## src/rtl/dram_rd_arbiter.sv

```systemverilog
// Three-way AXI4 read-channel arbiter in front of the DRAM controller: round-robin AR grant,
// RID-based R routing, per-requester outstanding-burst cap. Option: DRAM_RD_ARB_BUDDY_PRIO_EN.
module dram_rd_arbiter #(
  parameter int ADDR_WID  = 32,
  parameter int DATA_WID  = 512,
  parameter int ID_WID    = 5,
  parameter int MAX_OUTST = 4
) (
  input  logic                  mem_clk,
  input  logic                  mem_rst,
  input  logic [3*ADDR_WID-1:0] s_araddr,
  input  logic [3*8-1:0]        s_arlen,
  input  logic [3*3-1:0]        s_arsize,
  input  logic [3*2-1:0]        s_arburst,
  input  logic [2:0]            s_arvalid,
  output logic [2:0]            s_arready,
  output logic [DATA_WID-1:0]   s_rdata,
  output logic [1:0]            s_rresp,
  output logic                  s_rlast,
  output logic [2:0]            s_rvalid,
  input  logic [2:0]            s_rready,
  output logic [ADDR_WID-1:0]   m_araddr,
  output logic [7:0]            m_arlen,
  output logic [2:0]            m_arsize,
  output logic [1:0]            m_arburst,
  output logic [ID_WID-1:0]     m_arid,
  output logic                  m_arvalid,
  input  logic                  m_arready,
  input  logic [DATA_WID-1:0]   m_rdata,
  input  logic [1:0]            m_rresp,
  input  logic                  m_rlast,
  input  logic [ID_WID-1:0]     m_rid,
  input  logic                  m_rvalid,
  output logic                  m_rready,
  output logic                  err_bad_rid
);

  // Handshakes: a transfer happens on a rising edge where valid and ready are both 1;
  // valid never waits on ready, and payload is held stable while valid is high.

  typedef enum logic {IDLE, ISSUE} state_t;

  localparam logic [3:0] MAX_CNT = 4'(MAX_OUTST);

  state_t          state;
  logic [1:0]      ptr;
  logic [3:0]      cnt [3];
  logic [2:0]      elig;
  logic [1:0]      grant;
  logic            grant_vld;
  logic [1:0]      next_ptr;
  logic [ADDR_WID-1:0] sel_addr;
  logic [7:0]      sel_len;
  logic [2:0]      sel_size;
  logic [1:0]      sel_burst;
  logic [1:0]      rsel;
  logic            ar_hs;
  logic            r_done;
  logic            unused_rid_hi;

  assign rsel          = m_rid[1:0];
  assign unused_rid_hi = ^m_rid;
  assign ar_hs         = m_arvalid && m_arready;
  assign r_done        = m_rvalid && m_rready && m_rlast;

  function automatic logic [1:0] rr_idx(input logic [1:0] p, input int k);
    logic [2:0] s;
    s = {1'b0, p} + 3'(k);
    if (s >= 3'd3) s = s - 3'd3;
    return s[1:0];
  endfunction

  always_comb begin
    for (int i = 0; i < 3; i++) elig[i] = s_arvalid[i] && (cnt[i] < MAX_CNT);
  end

  always_comb begin
    logic [1:0] cand;
    grant     = 2'd0;
    grant_vld = 1'b0;
    next_ptr  = ptr;
    cand      = 2'd0;
`ifdef DRAM_RD_ARB_BUDDY_PRIO_EN
    // Buddy wins outright; 0/1 share a one-bit pointer that buddy grants leave alone.
    if (elig[2]) begin
      grant     = 2'd2;
      grant_vld = 1'b1;
    end else if (elig[ptr[0]]) begin
      grant     = {1'b0, ptr[0]};
      grant_vld = 1'b1;
      next_ptr  = {1'b0, ~ptr[0]};
    end else if (elig[~ptr[0]]) begin
      grant     = {1'b0, ~ptr[0]};
      grant_vld = 1'b1;
      next_ptr  = {1'b0, ptr[0]};
    end
`else
    // Scan backwards so the candidate closest to ptr is the one that sticks.
    for (int k = 2; k >= 0; k--) begin
      cand = rr_idx(ptr, k);
      if (elig[cand]) begin
        grant     = cand;
        grant_vld = 1'b1;
      end
    end
    next_ptr = (grant == 2'd2) ? 2'd0 : grant + 2'd1;
`endif
    if (state != IDLE || mem_rst) grant_vld = 1'b0;
  end

  always_comb begin
    sel_addr  = '0;
    sel_len   = '0;
    sel_size  = '0;
    sel_burst = '0;
    for (int i = 0; i < 3; i++) begin
      s_arready[i] = grant_vld && (grant == 2'(i));
      if (grant == 2'(i)) begin
        sel_addr  = s_araddr[i*ADDR_WID +: ADDR_WID];
        sel_len   = s_arlen[i*8 +: 8];
        sel_size  = s_arsize[i*3 +: 3];
        sel_burst = s_arburst[i*2 +: 2];
      end
    end
  end

  always_ff @(posedge mem_clk or posedge mem_rst) begin
    if (mem_rst) begin
      state     <= IDLE;
      ptr       <= 2'd0;
      m_arvalid <= 1'b0;
      m_araddr  <= '0;
      m_arlen   <= '0;
      m_arsize  <= '0;
      m_arburst <= '0;
      m_arid    <= '0;
    end else begin
      case (state)
        IDLE: begin
          if (grant_vld) begin
            m_araddr  <= sel_addr;
            m_arlen   <= sel_len;
            m_arsize  <= sel_size;
            m_arburst <= sel_burst;
            m_arid    <= ID_WID'(grant);
            m_arvalid <= 1'b1;
            ptr       <= next_ptr;
            state     <= ISSUE;
          end
        end
        ISSUE: begin
          if (m_arready) begin
            m_arvalid <= 1'b0;
            state     <= IDLE;
          end
        end
        default: state <= IDLE;
      endcase
    end
  end

  // Counter tracks bursts from DRAM acceptance to their last beat; a decrement at zero is dropped.
  always_ff @(posedge mem_clk or posedge mem_rst) begin
    if (mem_rst) begin
      for (int i = 0; i < 3; i++) cnt[i] <= 4'd0;
    end else begin
      for (int i = 0; i < 3; i++) begin
        logic inc;
        logic dec;
        inc = ar_hs && (m_arid[1:0] == 2'(i));
        dec = r_done && (rsel == 2'(i)) && (cnt[i] != 4'd0);
        if (inc && !dec)      cnt[i] <= cnt[i] + 4'd1;
        else if (dec && !inc) cnt[i] <= cnt[i] - 4'd1;
      end
    end
  end

  always_ff @(posedge mem_clk or posedge mem_rst) begin
    if (mem_rst)                           err_bad_rid <= 1'b0;
    else if (m_rvalid && rsel == 2'd3)     err_bad_rid <= 1'b1;
  end

  always_comb begin
    for (int i = 0; i < 3; i++) s_rvalid[i] = m_rvalid && (rsel == 2'(i));
    case (rsel)
      2'd0:    m_rready = s_rready[0];
      2'd1:    m_rready = s_rready[1];
      2'd2:    m_rready = s_rready[2];
      default: m_rready = 1'b1;
    endcase
  end

  assign s_rdata = m_rdata;
  assign s_rresp = m_rresp;
  assign s_rlast = m_rlast;

endmodule
```

## config.mk

```make
export PLATFORM = sky130hd
export DESIGN_NAME = dram_rd_arbiter
export DESIGN_NICKNAME = d
export VERILOG_FILES = /design/src/rtl/dram_rd_arbiter.sv
export SDC_FILE = /design/constraint.sdc
export NUM_CORES = 1
export LEC_CHECK = 0
export BUFFER_PORTS_ARGS = -buffer_cell sky130_fd_sc_hd__clkbuf_2
export CAP_MARGIN = 15
export CORE_AREA = 2 2 487 489
export DETAILED_ROUTE_END_ITERATION = 8
export DIE_AREA = 0 0 489 491
export GPL_TIMING_DRIVEN = 0
export HOLD_SLACK_MARGIN = 0.03
export PLACE_DENSITY = 0.3
export RECOVER_POWER = 50
export SYNTH_ARGS = -nofsm -noshare
export SYNTH_HDL_FRONTEND = slang
export SYNTH_SLANG_ARGS = --single-unit
```

## constraint.sdc

```tcl
create_clock -name mem_clk -period 2.45 [get_ports mem_clk]
set_input_delay 0.1225 -clock mem_clk [delete_from_list [all_inputs] [get_ports mem_clk]]
set_output_delay 0.1225 -clock mem_clk [all_outputs]
set_load 0.02 [all_outputs]
```

==> results of run 1 <==
[layout by cell type, fill, tap and decap left out, types with 4 or more instances in the layout]
master and n:
buf_12 13, nor2_1 8, a21o_1 7, nand2_1 56, buf_6 7, clkbuf_16 10
dlygate4sd3_1 98, buf_8 7, o211ai_1 36, xnor2_1 9, ha_1 6, o21ai_0 19
a22oi_1 8, mux2i_4 4, mux2i_1 29, nand3b_1 8, inv_2 5, clkbuf_2 383
nand3_1 35, nor3b_4 4, dfrtp_2 7, clkbuf_4 4, dfrtp_1 57, buf_4 554
clkbuf_1 335, diode_2 17
[repair_timing]
action | CTS | global route
gates cloned | 0 | 1
setup buffers | 11 | 34
endpoints found under the setup margin | 55 | 56
hold endpoints to repair | 85 | 0
hold buffers | 101 | 0
gates resized for setup | 84 | 49
pin swaps | 12 | 15
[state kept, by name, summed over array words and instances (netlist names)]
register,flops
state,1
m_arvalid,1
ptr,2
m_arlen,8
m_araddr,32
m_arburst,2
cnt,12
err_bad_rid,1
m_arsize,3
m_arid,2
[worst paths after layout]
path | from | end | slack, ps | depth (start not counted)
setup reg to reg | cnt[11] | m_araddr[4] | 50 | 7
hold reg to reg | err_bad_rid | err_bad_rid | 490 | 1
max in group asynchronous | mem_rst | m_araddr[25] | 240 | 6
min in group asynchronous | mem_rst | m_araddr[17] | 390 | 4
hold / removal | s_araddr[53] | m_araddr[21] | 70 | 3
setup / recovery | cnt[11] | m_araddr[4] | 50 | 7
[through the flow]
step	setup TNS (ps)	util	cells
finish	0	0.07309	4958
global route	-47.00	0.07306	4955
CTS	-910.5	0.07294	4906
detailed placement	-41430	0.06516	4780
global placement	-113710	0.06495	4778
floorplan	0	-	910
[cell families after synthesis]
family,count (synthesis)
flops,64
buf+inv,551
fa+ha+maj,15
mux,39
xor+xnor,12
compound gates,90
simple gates,136
other cells,1
[where the power goes]
group          switching (mW)  total (mW)  internal (mW)  leakage (nW)
Combinational            4.61        7.68           3.07          6.13
Clock                   0.781        1.58          0.802         0.151
Sequential              0.390        1.96           1.58         0.780
Total                    5.78        11.2           5.45          7.06
[layer usage]
metal / share of wire / GRT usage
met1: 0.30 / 0.08366
met2: 0.48 / 0.1611
met3: 0.19 / 0.08132
met4: 0.025 / 0.02782
met5: 0.0021 / 0
[worst min-delay path, stage by stage]
cell      delay (ps)
clkbuf_2          80
mux2i_2           80
o211ai_1         160
[final cells by class]
| class | count | area, um^2 | area share |
|---|---|---|---|
| Clock inverter | 7 | 78.83 | 0.004599 |
| Clock buffer | 9 | 225.2 | 0.01314 |
| Sequential cell | 64 | 1610 | 0.09394 |
| Tap cell | 3150 | 3941 | 0.2299 |
| Inverter | 9 | 35.03 | 0.002044 |
| Timing Repair Buffer | 867 | 4722 | 0.2755 |
| Antenna cell | 17 | 42.54 | 0.002482 |
| Multi-Input combinational cell | 295 | 2293 | 0.1338 |
| Buffer | 540 | 4193 | 0.2446 |
==> results.cfg, run 1 <==
[critical_path]
worstPathArrival_ps = 2680
crit_slowest_cell = dfrtp_2
path_common_cell = buf_12
max_stage_delay_ps = 450
cp.required_ps = 2730
start_kind = register
worstPathCellList = or3b_4 > maj3_2 > o211a_1 > buf_12 > buf_12 > mux2i_1 > o211ai_1
critPathTopFamily = flip-flops
end_kind = register
path_buf_inv = 2
path_class = register to register
timing.critical_path.fanout_max = 6

[final_layout]
post-route-cell-area_um2 = 17140
drive_gt1_frac = 0.5840
syn_to_final_growth_pct = 123.1
nets = 2465
nFillCells = 27816

[cts]
cts_buffers = 9
htree_levels = 3
cts_max_path_buffers = 2
cts_tree = yes
cts-root-buf = clkbuf_16
insertion_delay_ps = 430
cts.sinks = 64
cts.clk_slew.worst_paths_ps = 80

[placement]
postPlaceCellArea_um2 = 15280
gp_congestion = 0.9333
port_buffers = 718
preCtsSetupSlack_ps = -1285
dpl.hpwl_um = 111200

[floorplan]
start_util = 0.03277
std_cell_rows = 178
die_h_um = 491
dieArea_um2 = 240100
ioPinCount = 1239
die_w_um = 489
core_um2 = 234500

[global_routing]
grt_max_degree = 17
grtUsageTotal = 0.09543
antenna_found_initial = 75
grt_pass1_wl_um = 137000
first_global_vias = 9967
grt.overflow.total = 0

[timing]
clock_skew_ps = 24.25
fmax_mhz = 416.5
hold_slack_ps = 70.26
rsz0062_at_grt = true
hold_viol = 0
min_period_over_period = 0.9799
finalSetupViolations = 0
period_needed_ps = 2401
tightest_slew_ps = 716.9
max-slew-margin-rel = 0.5220
setup_slack_ps = 49.24
slew_viol_final = 0

[pwr]
power_density_nw_per_um2 = 655.2
power_leakage_nw = 7.057
p_total_mw = 11.23
peakVddDrop_v = 0.0004613

[run]
cap_viol_max_count = 0

[routing]
ant_nets = 0
routed_wl_um = 121300
via_count = 9912
drt_first_pass_iters = 5
viasPerCell = 1.999
drtIter0Drc = 451
drc = 0
routedWlPerCell_um = 24.46

[synth]
yosysWarnings = 0
synth_xor_area_frac = 0.01368
synth_enable_flop_cells = 0
seq_area_frac_synth = 0.2084
synth_common_cells = buf_4, dfrtp_1, nand2_1
syn-cell-area_um2 = 7685
synthSimpleGateAreaFrac = 0.08890
yosys-top-cells-area = buf_4, dfrtp_1, mux2i_1, o211ai_1, nand2_1
muxShareOfSynthArea = 0.05129
syn_area_per_cell_um2 = 8.464
synthCells = 908
yosysTopAreaCellShare = 0.5070
synth_top_flop_cell = dfrtp_1
synth_top_cell_by_area = buf_4
synth.most_common_cell = buf_4
ys_types = 51
synth_compound_area_frac = 0.08173
async_flop_share = 1.000
synth_seq_cells = 64
synthAdderAreaFrac = 0.02719
synth_top_family_by_area = buffers and inverters

[worst_hold_path]
hp-class = input pin to register

[status]
status = finished, final reports clean
Power figures use the tool's default switching activity.
==> run 2: changes to the inputs <==
==> config.mk (replaced) <==
export PLATFORM = sky130hd
export DESIGN_NAME = dram_rd_arbiter
export DESIGN_NICKNAME = d
export VERILOG_FILES = /design/src/rtl/dram_rd_arbiter.sv
export SDC_FILE = /design/constraint.sdc
export NUM_CORES = 1
export LEC_CHECK = 0
export BUFFER_PORTS_ARGS = -buffer_cell sky130_fd_sc_hd__buf_2
export CAP_MARGIN = 15
export CORE_AREA = 2 2 489 491
export DETAILED_ROUTE_END_ITERATION = 8
export DIE_AREA = 0 0 491 493
export GPL_TIMING_DRIVEN = 0
export HOLD_SLACK_MARGIN = 0.05
export PLACE_DENSITY = 0.3
export RECOVER_POWER = 50
export SYNTH_ARGS = -nofsm -noshare
export SYNTH_HDL_FRONTEND = slang
export SYNTH_SLANG_ARGS = --single-unit
==> constraint.sdc (replaced) <==
create_clock -name mem_clk -period 2.6 [get_ports mem_clk]
set_input_delay 0.13 -clock mem_clk [delete_from_list [all_inputs] [get_ports mem_clk]]
set_output_delay 0.13 -clock mem_clk [all_outputs]
set_load 0.02 [all_outputs]
==> results.cfg, run 2 (same netlist as run 1, synthesis figures left out) <==
[cts]
htree_levels = 3
insertion_delay_ps = 410
cts_buffers = 9
cts_max_path_buffers = 2
cts-root-buf = clkbuf_16
cts.clk_slew.worst_paths_ps = 80
cts.sinks = 64
cts_tree = yes

[final_layout]
final_common_cell = buf_4
top_regs = m_araddr x32, cnt x12, m_arlen x8
syn_to_final_growth_pct = 120.1
post-route-cell-area_um2 = 16910
final_cell_mix = buf_4, buf_2, clkbuf_1
drive_gt1_frac = 0.5585
top_register = m_araddr
fin_util = 0.07137
nets = 2436
largest_reg_flops = 32

[placement]
postPlaceCellArea_um2 = 15400
dpl.hpwl_um = 112100
gp_congestion = 0.9609
port_buffers = 718

[routing]
routed_wl_um = 120000
wl_met1_um = 36440
highest_layer = met5
ant_nets = 0
route.met3.wl_um = 22480
met2_length_um = 56500
drc = 0
drtIter0Drc = 446
drt_first_pass_iters = 4
via_count = 9723
routedWlPerCell_um = 24.21
viasPerCell = 1.961

[timing]
tightest_slew_ps = 798.8
max-slew-margin-rel = 0.4657
fmax_mhz = 391.8
slew_viol_final = 0
hold_slack_ps = 94.27
hold_viol = 0
clock_skew_ps = 23.44
period_needed_ps = 2552
min_period_over_period = 0.9815
finalSetupViolations = 0

[floorplan]
start_util = 0.03243
dieArea_um2 = 242100
die_w_um = 491
core_um2 = 237000
std_cell_rows = 179
die_h_um = 493
ioPinCount = 1239

[status]
status = finished, final reports clean

[run]
cap_viol_max_count = 0

[critical_path]
max_stage_delay_ps = 450
timing.critical_path.fanout_max = 11
cp.required_ps = 2860
crit_slowest_cell = dfrtp_2
cp_num_cells = 7
rr_worst_depth = 7
critPathTopFamily = buffers and inverters
start_kind = register
ff2ff_setup_slack_ps = 50
worstPathCellList = or3b_1 > maj3_2 > o211a_1 > buf_12 > bufbuf_16 > mux2i_1 > o211ai_1
path_buf_inv = 2
path_class = register to register
worstPathArrival_ps = 2820
end_kind = register

[pwr]
power_density_nw_per_um2 = 619.9
power_leakage_nw = 6.794
peakVddDrop_v = 0.0003493

[worst_hold_path]
hold_path_depth = 3
hp-class = input pin to register

[global_routing]
antenna_found_initial = 93
grtUsageTotal = 0.09499
grt_pass1_wl_um = 138600
grt.overflow.total = 0
first_global_vias = 9826
grt_max_degree = 33
==> run 2: worst register-to-register path, cell delays in order, from the launching register on <==
cell and delay [ps]:
dfrtp_2 450, or3b_1 450, maj3_2 360, o211a_1 270, buf_12 180, bufbuf_16 330
mux2i_1 240, o211ai_1 120
==> run 2: what timing repair did <==
action | CTS | global route
pin swaps | 4 | 3
hold endpoints to repair | 54 | 0
cloned | 1 | 0
resized for setup | 73 | 21
endpoints found under the setup margin | 54 | 39
hold buffers | 107 | 0
buffers inserted | 5 | 1
==> run 2: final cells by class <==
type,instances,area [um^2]
diodes,29,72.57
plain buffers,539,4151
clock buffers,9,225.2
clock inverters,7,103.9
fillers,28184,220000
inverters,9,37.54
multi-input cells,295,2265
flip-flops and latches,64,1608
well taps,3167,3963
repair buffers,839,4487
==> run 2: through the flow <==
stage               worst slack, ps  instances  total power [mW]  TNS (ps)
finish                        47.98       4958             10.48         0
global route                -0.1101       4944             11.29   -0.1101
CTS                           15.56       4929             11.00         0
detailed placement            -2150       4802             8.613    -70060
global placement              -2764       4795             8.381   -122580
floorplan                     322.5        910             5.183         0
==> run 2: worst paths after layout <==
check,start,end
max in group asynchronous,mem_rst,m_araddr[0]
min in group asynchronous,mem_rst,m_araddr[20]
hold reg to reg,m_araddr[16],m_araddr[16]
setup / recovery,cnt[11],m_araddr[26]
setup reg to reg,cnt[11],m_araddr[26]
hold / removal,s_araddr[57],m_araddr[25]
==> run 2: where the power goes <==
group / internal, mW / leakage, nW / switching (mW)
logic: 2.66 / 5.85 / 4.43
registers: 1.48 / 0.782 / 0.350
clock network: 0.851 / 0.160 / 0.706
==> run 2: per-layer routing <==
layer / GRT usage / up-vias
met5: 0 / -
met4: 0.03345 / 54
met3: 0.07698 / 185
met2: 0.1594 / 901
met1: 0.08489 / 4378
li1: - / 4205
==> run 3: changes to the inputs <==
==> constraint.sdc (replaced) <==
create_clock -name mem_clk -period 2.6 [get_ports mem_clk]
set_input_delay 0.13 -clock mem_clk [delete_from_list [all_inputs] [get_ports mem_clk]]
set_output_delay 0.13 -clock mem_clk [all_outputs]
set_load 0.005 [all_outputs]
==> results.cfg, run 3 (same netlist as run 1, synthesis figures left out) <==
[critical_path]
r2r-end = m_araddr[25]
cp-startpoint = cnt[11]
start_kind = register
rr_worst_depth = 7
end_kind = register
ff2ff_setup_slack_ps = 80
worstPathArrival_ps = 2800
path_class = register to register
timing.critical_path.fanout_max = 11
crit-reg2reg-launch = cnt[11]
cp.required_ps = 2870

[routing]
via_count = 9689
ant_nets = 0
routedWlPerCell_um = 24.18
drc = 0
routed_wl_um = 120000
drtIter0Drc = 409
viasPerCell = 1.953
drt_first_pass_iters = 5

[timing]
min_period_over_period = 0.9693
tightest_slew_ps = 798.0
fmax_mhz = 396.8
max-slew-margin-rel = 0.4662
period_needed_ps = 2520
finalSetupViolations = 0
slew_viol_final = 0
setup_slack_ps = 79.72
clock_skew_ps = 23.71
hold_viol = 0

[final_layout]
layout.cells.non_filler = 4961
top_register = m_araddr
final_cell_mix = buf_2, buf_4, clkbuf_4
drive_gt1_frac = 0.6612
largest_reg_flops = 32
top_regs = m_araddr x32, cnt x12, m_arlen x8
final_common_cell = buf_2
nFillCells = 28098
syn_to_final_growth_pct = 122.5
nets = 2436

[pwr]
switching_share = 0.4802
power_density_nw_per_um2 = 558.5
p_seq_frac = 0.193
p_total_mw = 9.549
power_frac_comb = 0.643
power_leakage_nw = 7.243
switchingPower_mw = 4.586
clockPowerShare = 0.164
peakVddDrop_v = 0.0003339
p_int_mw = 4.964

[global_routing]
first_global_vias = 9819
grt_pass1_wl_um = 138600
grt_max_degree = 33
grtUsageTotal = 0.09498
grt.overflow.total = 0
antenna_found_initial = 98

[floorplan]
start_util = 0.03243
die_h_um = 493
core_um2 = 237000
die_w_um = 491
dieArea_um2 = 242100
ioPinCount = 1239
std_cell_rows = 179

[cts]
cts_tree = yes
insertion_delay_ps = 420
cts_buffers = 9
cts.sinks = 64
cts-root-buf = clkbuf_16
htree_levels = 3
cts_max_path_buffers = 2
cts.clk_slew.worst_paths_ps = 80

[placement]
preCtsSetupSlack_ps = -2150
gp_congestion = 0.9609
dp.cells = 4802
dpl.hpwl_um = 112100
port_buffers = 718

[worst_hold_path]
hold_path_depth = 3
hp-start = s_araddr[58]
worstHoldEndpoint = m_araddr[26]
hp-class = input pin to register

[run]
cap_viol_max_count = 0

[status]
status = finished, final reports clean
## run 3: changes by cell type in the layout (fill, tap and decap cells not counted), moves of 2 or more
| cell | change |
|---|---|
| buf_1 | +3 |
| clkbuf_1 | -183 |
| buf_4 | -189 |
| diode_2 | +3 |
| buf_6 | +2 |
| clkbuf_4 | +180 |
| buf_2 | +190 |
| buf_12 | -3 |
## run 3: power by group through the flow
stage | combinational (mW) | sequential [mW] | clock (mW)
after floorplan | 2.45 | 1.80 | 0
after global placement | 5.65 | 1.82 | 0
after detailed placement | 5.88 | 1.82 | 0
after CTS | 6.53 | 1.82 | 1.69
after global routing | 6.75 | 1.92 | 1.70
final | 6.14 | 1.84 | 1.57
## run 3: cell type report
cell class / count / area [um^2] / share of cell area
Timing Repair Buffer: 838 / 4696 / 0.2746
Multi-Input combinational cell: 295 / 2282 / 0.1335
Sequential cell: 64 / 1608 / 0.09404
Clock buffer: 9 / 225.2 / 0.01317
Clock inverter: 7 / 103.9 / 0.006074
Buffer: 540 / 4103 / 0.2400
Antenna cell: 32 / 80.08 / 0.004684
Tap cell: 3167 / 3963 / 0.2318
Inverter: 9 / 37.54 / 0.002195
## run 3: per-stage QoR
stage	util	hold slack (ps)	setup TNS, ps	cell area (um^2)
after global placement	0.06437	349.7	-122460	15250
final	0.07216	100.0	0	17100
after CTS	0.07245	50.47	0	17170
after floorplan	-	226.4	0	7696
after detailed placement	0.06500	245.4	-69980	15400
after global routing	0.07198	63.55	-2.220	17060
## run 3: what timing repair did
item,CTS,global route
cloned,1,0
pin swaps,4,3
gates resized for setup,69,20
hold buffers,107,0
hold endpoints to repair,54,0
setup endpoints to repair,54,25
setup buffers,3,2
## run 3: how the worst max path moves through the flow
stage	slack, ps	end	cells after the start
6_report	80	m_araddr[25]	7
5_1_grt	-2	cnt[11]	10
4_1_cts	20	m_araddr[25]	7
3_5_place_dp	-2150	m_araddr[29]	9
3_3_place_gp	-2760	m_arsize[0]	8
2_1_floorplan	330	cnt[3]	10
## run 3: critical path: stages (launching register included)
cell and delay (ps):
dfrtp_2 470, or3b_4 430, maj3_2 350, o211a_1 270, buf_12 180, bufbuf_16 300, mux2i_2 230, o211ai_1 110
## run 3: metal layers
layer,GRT usage,share of wire,vias to the layer above
met5,0,0.0031,-
met4,0.03341,0.034,54
met3,0.07814,0.19,191
met2,0.1594,0.47,906
met1,0.08420,0.30,4336
li1,-,-,4202
